--- src/rtl/mont_redu_sched.sv ---
// Round-robin two-requester scheduler feeding the shared Montgomery reducer through one issue register.
// Latency: accept to rsp strobe is BASE_LAT+mode+2 cycles. Backpressure: rN_ready drops while the
// requested result slot is already reserved; responses have none. Optional MONT_SCHED_STATS_EN adds counters.
module mont_redu_sched #(
  parameter int BASE_LAT = 3,
  parameter int W        = 32
) (
  input  logic         clk,
  input  logic         reset,
  input  logic         r0_valid,
  output logic         r0_ready,
  input  logic [W-1:0] r0_a,
  input  logic [W-1:0] r0_b,
  input  logic [W-1:0] r0_q,
  input  logic [1:0]   r0_mode,
  input  logic         r1_valid,
  output logic         r1_ready,
  input  logic [W-1:0] r1_a,
  input  logic [W-1:0] r1_b,
  input  logic [W-1:0] r1_q,
  input  logic [1:0]   r1_mode,
  output logic [W-1:0] mr_a,
  output logic [W-1:0] mr_b,
  output logic [W-1:0] mr_q,
  output logic [1:0]   mr_i,
  input  logic [W-1:0] mr_res,
  output logic         rsp0_valid,
  output logic         rsp1_valid,
  output logic [W-1:0] rsp_data
`ifdef MONT_SCHED_STATS_EN
  ,
  output logic [31:0]  stat_issued,
  output logic [31:0]  stat_stall
`endif
);

  localparam int NB = BASE_LAT + 6;
  localparam int SW = $clog2(NB);

  typedef struct packed {
    logic [W-1:0] a;
    logic [W-1:0] b;
    logic [W-1:0] q;
    logic [1:0]   mode;
  } req_t;

  // Result slot, counted in cycles ahead of the accept cycle.
  function automatic logic [SW-1:0] slot_of(input logic [1:0] m);
    return SW'(BASE_LAT + 2) + SW'(m);
  endfunction

  logic [NB-1:0] busy, tag;
  logic [NB-1:0] busy_sh, tag_sh, busy_nxt, tag_nxt;
  logic          elig0, elig1, gnt_any, gnt_id, rr_ptr;
  logic [SW-1:0] gslot;
  req_t          req0, req1, sel;

  always_comb begin
    req0 = '{a: r0_a, b: r0_b, q: r0_q, mode: r0_mode};
    req1 = '{a: r1_a, b: r1_b, q: r1_q, mode: r1_mode};

    // Shifted view: bit k set means a result lands k cycles after the current one.
    busy_sh = busy >> 1;
    tag_sh  = tag >> 1;

    elig0   = !reset && r0_valid && !busy_sh[slot_of(r0_mode)];
    elig1   = !reset && r1_valid && !busy_sh[slot_of(r1_mode)];
    gnt_any = elig0 || elig1;
    gnt_id  = (elig0 && elig1) ? rr_ptr : elig1;

    r0_ready = elig0 && !gnt_id;
    r1_ready = elig1 && gnt_id;

    sel   = gnt_id ? req1 : req0;
    gslot = slot_of(sel.mode);

    busy_nxt = busy_sh;
    tag_nxt  = tag_sh;
    if (gnt_any) begin
      busy_nxt[gslot] = 1'b1;
      tag_nxt[gslot]  = gnt_id;
    end
  end

  always_ff @(posedge clk) begin
    if (reset) begin
      busy       <= '0;
      tag        <= '0;
      rr_ptr     <= 1'b0;
      mr_a       <= '0;
      mr_b       <= '0;
      mr_q       <= '0;
      mr_i       <= '0;
      rsp0_valid <= 1'b0;
      rsp1_valid <= 1'b0;
      rsp_data   <= '0;
    end else begin
      busy <= busy_nxt;
      tag  <= tag_nxt;
      if (elig0 && elig1)
        rr_ptr <= ~rr_ptr;
      if (gnt_any) begin
        mr_a <= sel.a;
        mr_b <= sel.b;
        mr_q <= sel.q;
        mr_i <= sel.mode;
      end
      // The reducer output is only meaningful in a reserved slot.
      rsp0_valid <= busy_sh[1] && !tag_sh[1];
      rsp1_valid <= busy_sh[1] && tag_sh[1];
      if (busy_sh[1])
        rsp_data <= mr_res;
    end
  end

`ifdef MONT_SCHED_STATS_EN
  always_ff @(posedge clk) begin
    if (reset) begin
      stat_issued <= '0;
      stat_stall  <= '0;
    end else begin
      if (gnt_any)
        stat_issued <= stat_issued + 32'd1;
      if ((r0_valid || r1_valid) && !gnt_any)
        stat_stall <= stat_stall + 32'd1;
    end
  end
`endif

endmodule

--- config.mk ---
export PLATFORM = sky130hd
export DESIGN_NAME = mont_redu_sched
export DESIGN_NICKNAME = d
export VERILOG_FILES = /design/src/rtl/mont_redu_sched.sv
export SDC_FILE = /design/constraint.sdc
export NUM_CORES = 1
export LEC_CHECK = 0
export BUFFER_PORTS_ARGS = -buffer_cell sky130_fd_sc_hd__buf_2
export CAP_MARGIN = 20
export CORE_AREA = 3 3 140 142
export DETAILED_ROUTE_END_ITERATION = 10
export DIE_AREA = 0 0 143 145
export GPL_ROUTABILITY_DRIVEN = 1
export GPL_TIMING_DRIVEN = 0
export PLACE_DENSITY = 0.66
export SETUP_SLACK_MARGIN = 0.1
export SYNTH_ARGS = -nofsm -noshare
export SYNTH_HDL_FRONTEND = slang
export SYNTH_SLANG_ARGS = --single-unit
--- constraint.sdc ---
create_clock -name clk -period 2.3 [get_ports clk]
set_clock_uncertainty 0.1 [all_clocks]
set_input_delay 0.23 -clock clk [delete_from_list [all_inputs] [get_ports clk]]
set_output_delay 0.23 -clock clk [all_outputs]
set_load 0.01 [all_outputs]
==> impl_metrics.env, run 1 <==
export IMPL_status="finished, violations left"
export IMPL_violations="setup timing"
export IMPL_areaGrowthSynthToFinish_pct=98.9
export IMPL_vias=8211
export IMPL_grt_pass1_vias=8258
export IMPL_crit_path_start_kind="flip-flop"
export IMPL_total_power_uw=8110
export IMPL_ys_seq_area_share_pct=47.5
export IMPL_pwr_share_comb_pct=25.9
export IMPL_clkTransAtPathRegs_ns=0.06
export IMPL_synth_top_cell_area_share_pct=47.5
export IMPL_clk_latency_ns=0.41
export IMPL_drc=0
export IMPL_tightest_slew_ns=0.841
export IMPL_timing_final_ws_setup_ns=-0.0284
export IMPL_critical_path_class="reg -> out"
export IMPL_grt_max_degree=17
export IMPL_synth_cell_area_sq_um=6190
export IMPL_tritoncts="done"
export IMPL_final_util_pct=66.3
export IMPL_rows=50
export IMPL_wl_um=30700
export IMPL_cts_sinks=147
export IMPL_grt_pass1_wl_um=43500
export IMPL_powerDensity_nw_per_um2=658
export IMPL_vdd_drop_max_mv=0.472
export IMPL_drive_gt1_share_pct=42.1
export IMPL_relSlewSlack_pct=43.9
export IMPL_drv_cap=0
export IMPL_layout_common_cells="buf_2, dlygate4sd3_1, nand2_1"
export IMPL_root_buffer="clkbuf_16"
export IMPL_design_die_area_sq_um=20700
export IMPL_drtPass1Iterations=5
export IMPL_yosysTopAreaCell="dfxtp_1"
export IMPL_antenna_found_initial=2
export IMPL_critPathMaxFanout=3
export IMPL_grt_usage_pct=26.2
export IMPL_internal_power_uw=5810
export IMPL_period_share_pct=101
export IMPL_grt_overflow=0
export IMPL_hold_class="in -> reg"
export IMPL_ios=366
export IMPL_p_sw_uw=2300
export IMPL_core_sq_um=18600
export IMPL_p_sw_share_pct=28.3
export IMPL_yosys_cell_types_count=47
export IMPL_ys_ff_latch=147
export IMPL_netlist_instances=722
export IMPL_p_leak_uw=0.00563
export IMPL_rsz0062_at_grt="true"
export IMPL_synth_avg_cell_area_sq_um=8.58
export IMPL_gp_congestion=0.936
export IMPL_cts_htree_levels=4
export IMPL_dieHeight_um=145
export IMPL_clockBufferDepth=2
export IMPL_initial_core_util_pct=33.3
export IMPL_r2r_setup_slack_ns=-0.02
export IMPL_clkPwrFrac_pct=38.4
export IMPL_wl_per_cell_um=19.2
export IMPL_period_needed_ns=2.33
export IMPL_layout_cells_most_common="buf_2"
export IMPL_seq_power_share_pct=35.7
export IMPL_worstSetupEndpointType="output pin"
export IMPL_viasPerCell=5.13
export IMPL_synth_main_ff_cell="dfxtp_1"
export IMPL_initialDrtViolationCount=403
export IMPL_die_x_um=143
export IMPL_synth_edf_count=0
export IMPL_portBuffers=364
export IMPL_cp_data_required_time_ns=1.97
export IMPL_synth_warning_count=0
export IMPL_setup_viol=4
export IMPL_nNetsFinal=1585
export IMPL_fmax_mhz=429
export IMPL_synthTopCellsByArea="dfxtp_1, a311oi_1, nand2_1"
export IMPL_slew_violations=0
export IMPL_ant_nets=0
export IMPL_synth_nets=956
export IMPL_final_hold_violation_count=0
export IMPL_cts_buffers=17
export IMPL_arrival_ns=2.00
export IMPL_hpwl_um=17900
export IMPL_synth_async_reset_ratio_pct=0
-- power by group through the flow --
| stage | combinational (uW) | clock, uW | sequential, uW |
|---|---|---|---|
| 2_1_floorplan | 617 | 0 | 3000 |
| 3_3_place_gp | 1310 | 0 | 2910 |
| 3_5_place_dp | 1320 | 0 | 2910 |
| 4_1_cts | 1660 | 3150 | 2860 |
| 5_1_grt | 2240 | 3240 | 2910 |
| 6_report | 2100 | 3110 | 2900 |
-- worst max-delay path: stages, from the launching register on --
cell and delay, ns:
dfxtp_2 0.35, mux4_2 0.52, buf_6 0.15, a211oi_4 0.31, nor2_2 0.09, buf_2 0.15
-- stage by stage --
stage,setup TNS (ns),instance area [sq um],setup slack [ns],cells,hold WS (ns)
after floorplan,0,6190,0.119,722,0.274
after global placement,-44.49,8310,-0.571,1320,0.316
final,-0.0781,12300,-0.0284,1601,0.0250
after detailed placement,-49.02,8310,-0.613,1320,0.320
after CTS,0,11300,0.00571,1574,0.000466
after global routing,-1.98,12300,-0.0907,1600,0.0146
-- metal layers --
| metal | up-vias | track usage (%) | wire length, um |
|---|---|---|---|
| met5 | - | 0 | 0 |
| met4 | 0 | 12.2 | 1500 |
| met3 | 132 | 5.83 | 1930 |
| met2 | 444 | 44.0 | 15400 |
| met1 | 3848 | 31.5 | 11900 |
| li1 | 3787 | - | - |
-- cells in the mapped netlist, drive strengths merged, types with 2 or more instances --
| master | n |
|---|---|
| nand2 | 193 |
| o21ai | 2 |
| a21oi | 6 |
| a311oi | 96 |
| o41ai | 2 |
| a211oi | 4 |
| nor2 | 131 |
| nand3 | 2 |
| nor2b | 7 |
| mux2i | 34 |
| clkbuf | 25 |
| ha | 2 |
| buf | 37 |
| inv | 7 |
| a21o | 3 |
| nor3b | 2 |
| nor3 | 3 |
| dfxtp | 147 |
| o2bb2ai | 2 |
-- worst paths after layout --
path	from	end	cells after the start
min	r1_a[8]	mr_a[8]	3
max	busy[7]	r0_ready	5
min reg2reg	tag[2]	rsp0_valid	1
max reg2reg	busy[7]	mr_a[12]	9
-- area by class of cell --
class,instances,area (sq um)
inverters,8,42.5
clock inverters,13,205
plain buffers,62,628
repair buffers,610,4460
diodes,3,7.51
multi-input cells,505,3280
fillers,1369,6260
well taps,234,293
clock buffers,19,443
flip-flops and latches,147,2950
-- sequential cells by signal, indices dropped and copies added (netlist names) --
name        cells
mr_a           32
busy            7
rr_ptr          1
mr_q           32
tag             7
rsp0_valid      1
mr_i            2
mr_b           32
rsp_data       32
rsp1_valid      1
-- repair_timing --
action,in CTS,in global routing
hold buffers,216,0
pin swaps,2,84
buffers inserted,6,12
endpoints found under the setup margin,107,106
gates cloned,0,12
resized for setup,38,171
hold endpoints to repair,128,0
-- logic make-up after synthesis --
kind of cell | count (synthesis) | share of synthesized area [%]
and+or+nand+nor | 345 | 21.8
buffers and inverters | 70 | 6.16
adders and majority gates | 2 | 0.404
AOI/OAI and AO/OA | 123 | 18.2
DFF | 147 | 47.5
muxes | 35 | 5.86
No activity file was read; power rests on OpenSTA's default activity.
==> run 2, diff against run 1 <==
--- a/config.mk
+++ b/config.mk
@@ -7,13 +7,14 @@
 export LEC_CHECK = 0
 export BUFFER_PORTS_ARGS = -buffer_cell sky130_fd_sc_hd__buf_2
 export CAP_MARGIN = 20
-export CORE_AREA = 3 3 140 142
+export CORE_AREA = 3 3 142 144
 export DETAILED_ROUTE_END_ITERATION = 10
-export DIE_AREA = 0 0 143 145
+export DIE_AREA = 0 0 145 147
 export GPL_ROUTABILITY_DRIVEN = 1
 export GPL_TIMING_DRIVEN = 0
-export PLACE_DENSITY = 0.66
+export MAX_ROUTING_LAYER = met4
 export SETUP_SLACK_MARGIN = 0.1
+export SLEW_MARGIN = 5
 export SYNTH_ARGS = -nofsm -noshare
 export SYNTH_HDL_FRONTEND = slang
 export SYNTH_SLANG_ARGS = --single-unit
==> impl_metrics.env, run 2 (synthesized netlist as in run 1, its figures left out) <==
export IMPL_status="finished, violations left"
export IMPL_violations="setup timing"
export IMPL_final_hold_violation_count=0
export IMPL_initialDrtViolationCount=315
export IMPL_grt_pass1_wl_um=43200
export IMPL_cpMaxStageDelayCell="mux4_2"
export IMPL_fmax_mhz=434
export IMPL_seq_power_share_pct=38.0
export IMPL_portBuffers=364
export IMPL_tritoncts="done"
export IMPL_rsz0062_at_grt="true"
export IMPL_antenna_found_initial=1
export IMPL_r2r_setup_slack_ns=0.02
export IMPL_ios=366
export IMPL_cp_depth=7
export IMPL_clk_latency_ns=0.42
export IMPL_layout_cells_most_common="buf_2"
export IMPL_worstSetupStartpoint="busy[8]"
export IMPL_core_sq_um=18800
export IMPL_p_leak_uw=0.00544
export IMPL_nNetsFinal=1573
export IMPL_rr_endpoint="tag[7]"
export IMPL_cts_buffers=17
export IMPL_nFillCells=1519
export IMPL_cp_top_family="multiplexers"
export IMPL_finalInstanceArea_sq_um=11900
export IMPL_wl_um=28500
export IMPL_period_needed_ns=2.30
export IMPL_critical_path_class="reg -> out"
export IMPL_worstSetupEndpointType="output pin"
export IMPL_areaGrowthSynthToFinish_pct=92.7
export IMPL_critPathCapture="r1_ready"
export IMPL_clkTransAtPathRegs_ns=0.07
export IMPL_dieHeight_um=147
export IMPL_clkPwrFrac_pct=36.5
export IMPL_timing_final_ws_setup_ns=-0.00294
export IMPL_initial_core_util_pct=32.9
export IMPL_cts_sinks=147
export IMPL_p_sw_uw=2180
export IMPL_vdd_drop_max_mv=0.472
export IMPL_gp_congestion=0.854
export IMPL_grt_pass1_vias=7994
export IMPL_grt_max_degree=17
export IMPL_design_die_area_sq_um=21300
export IMPL_grt_usage_pct=25.7
export IMPL_cpPeakStageDelay_ns=0.51
export IMPL_drv_cap=0
export IMPL_layout_common_cells="buf_2, dlygate4sd3_1, nand2_1"
export IMPL_critPathMaxFanout=4
export IMPL_detailed_place_area_sq_um=8340
export IMPL_crit_path_start_kind="flip-flop"
export IMPL_rows=50
export IMPL_viasPerCell=4.90
export IMPL_grt_overflow=0
export IMPL_tightest_slew_ns=0.763
export IMPL_setup_viol=1
export IMPL_hold_class="in -> reg"
export IMPL_reg2reg_depth=7
export IMPL_slew_violations=0
export IMPL_final_seq_area_sq_um=2950
export IMPL_critPathMostFrequentCell="buf_6"
export IMPL_cp_data_required_time_ns=1.97
export IMPL_drc=0
export IMPL_drtPass1Iterations=5
export IMPL_relSlewSlack_pct=49.1
export IMPL_powerDensity_nw_per_um2=633
export IMPL_pwr_share_comb_pct=25.4
export IMPL_hp_start="r1_q[19]"
export IMPL_worst_path_buf_inv=4
export IMPL_crit_chain="mux4_2 > a21oi_2 > o21ai_2 > buf_6 > clkinv_8 > buf_12 > buf_6"
export IMPL_wl_per_cell_um=17.7
export IMPL_ant_nets=0
export IMPL_multi_input_area_sq_um=3190
export IMPL_r2r_start="busy[8]"
export IMPL_period_share_pct=100
export IMPL_hpwl_um=18400
export IMPL_internal_power_uw=5370
export IMPL_vias=7911
export IMPL_p_sw_share_pct=28.8
export IMPL_arrival_ns=1.97
export IMPL_drive_gt1_share_pct=39.2
export IMPL_die_x_um=145
export IMPL_cts_htree_levels=4
export IMPL_total_power_uw=7550
export IMPL_clockBufferDepth=2
export IMPL_root_buffer="clkbuf_16"
[run 2: stage by stage]
step                hold slack (ns)  std cells   TNS, ns  worst slack, ns  util, %
finish                       0.0114       1613  -0.00294         -0.00294     63.4
global route               0.000245       1613    -0.547          -0.0924     63.4
CTS                        0.000190       1603         0          0.00175     60.2
detailed placement            0.321       1346    -44.51           -0.525     44.3
global placement              0.315       1346    -43.90           -0.497     44.3
floorplan                     0.274        722         0            0.119        -
[run 2: final cells by class]
class / instances / area share [%]
repair buffers: 599 / 35.9
well taps: 260 / 2.73
flip-flops and latches: 147 / 24.7
inverters: 8 / 0.356
clock inverters: 10 / 1.05
plain buffers: 61 / 4.63
clock buffers: 22 / 3.81
diodes: 1 / 0.0210
multi-input cells: 505 / 26.8
[run 2: layer usage]
metal | share of wire (%) | GRT usage (%) | vias to the layer above
li1 | - | - | 3758
met1 | 40 | 29.9 | 3670
met2 | 50 | 43.4 | 392
met3 | 6.0 | 5.37 | 91
met4 | 3.9 | 10.5 | 0
met5 | 0 | - | -
[run 2: how the worst min path moves through the flow]
| stage | endpoint | slack (ns) | depth (start not counted) |
|---|---|---|---|
| 4_1_cts | mr_q[6] | 0.0002 | 3 |
| 5_1_grt | mr_q[19] | 0.0002 | 3 |
| 3_3_place_gp | busy[3] | 0.32 | 1 |
| 6_report | mr_q[19] | 0.01 | 3 |
| 3_5_place_dp | rsp0_valid | 0.32 | 1 |
| 2_1_floorplan | tag[8] | 0.27 | 2 |
[run 2: worst reg2reg max path, cell delays in order (launching register included)]
cell and delay (ns):
dfxtp_4 0.36, mux4_2 0.51, buf_6 0.15, a211oi_4 0.21, buf_4 0.15, nor2_2 0.06
or4_4 0.51, o211a_1 0.12
[run 2: repair_timing]
item / CTS / global route
endpoints found under the setup margin: 105 / 108
hold endpoints to repair: 127 / 0
resized for setup: 47 / 96
buffers inserted: 11 / 4
hold buffers: 213 / 0
gates cloned: 1 / 6
pin swaps: 4 / 46
[run 2: power groups by stage]
stage               sequential, uW  combinational (uW)  clock, uW
floorplan                     3000                 617          0
global placement              2910                1320          0
detailed placement            2920                1320          0
CTS                           2860                1700       2810
global route                  2890                2060       2920
finish                        2870                1920       2760
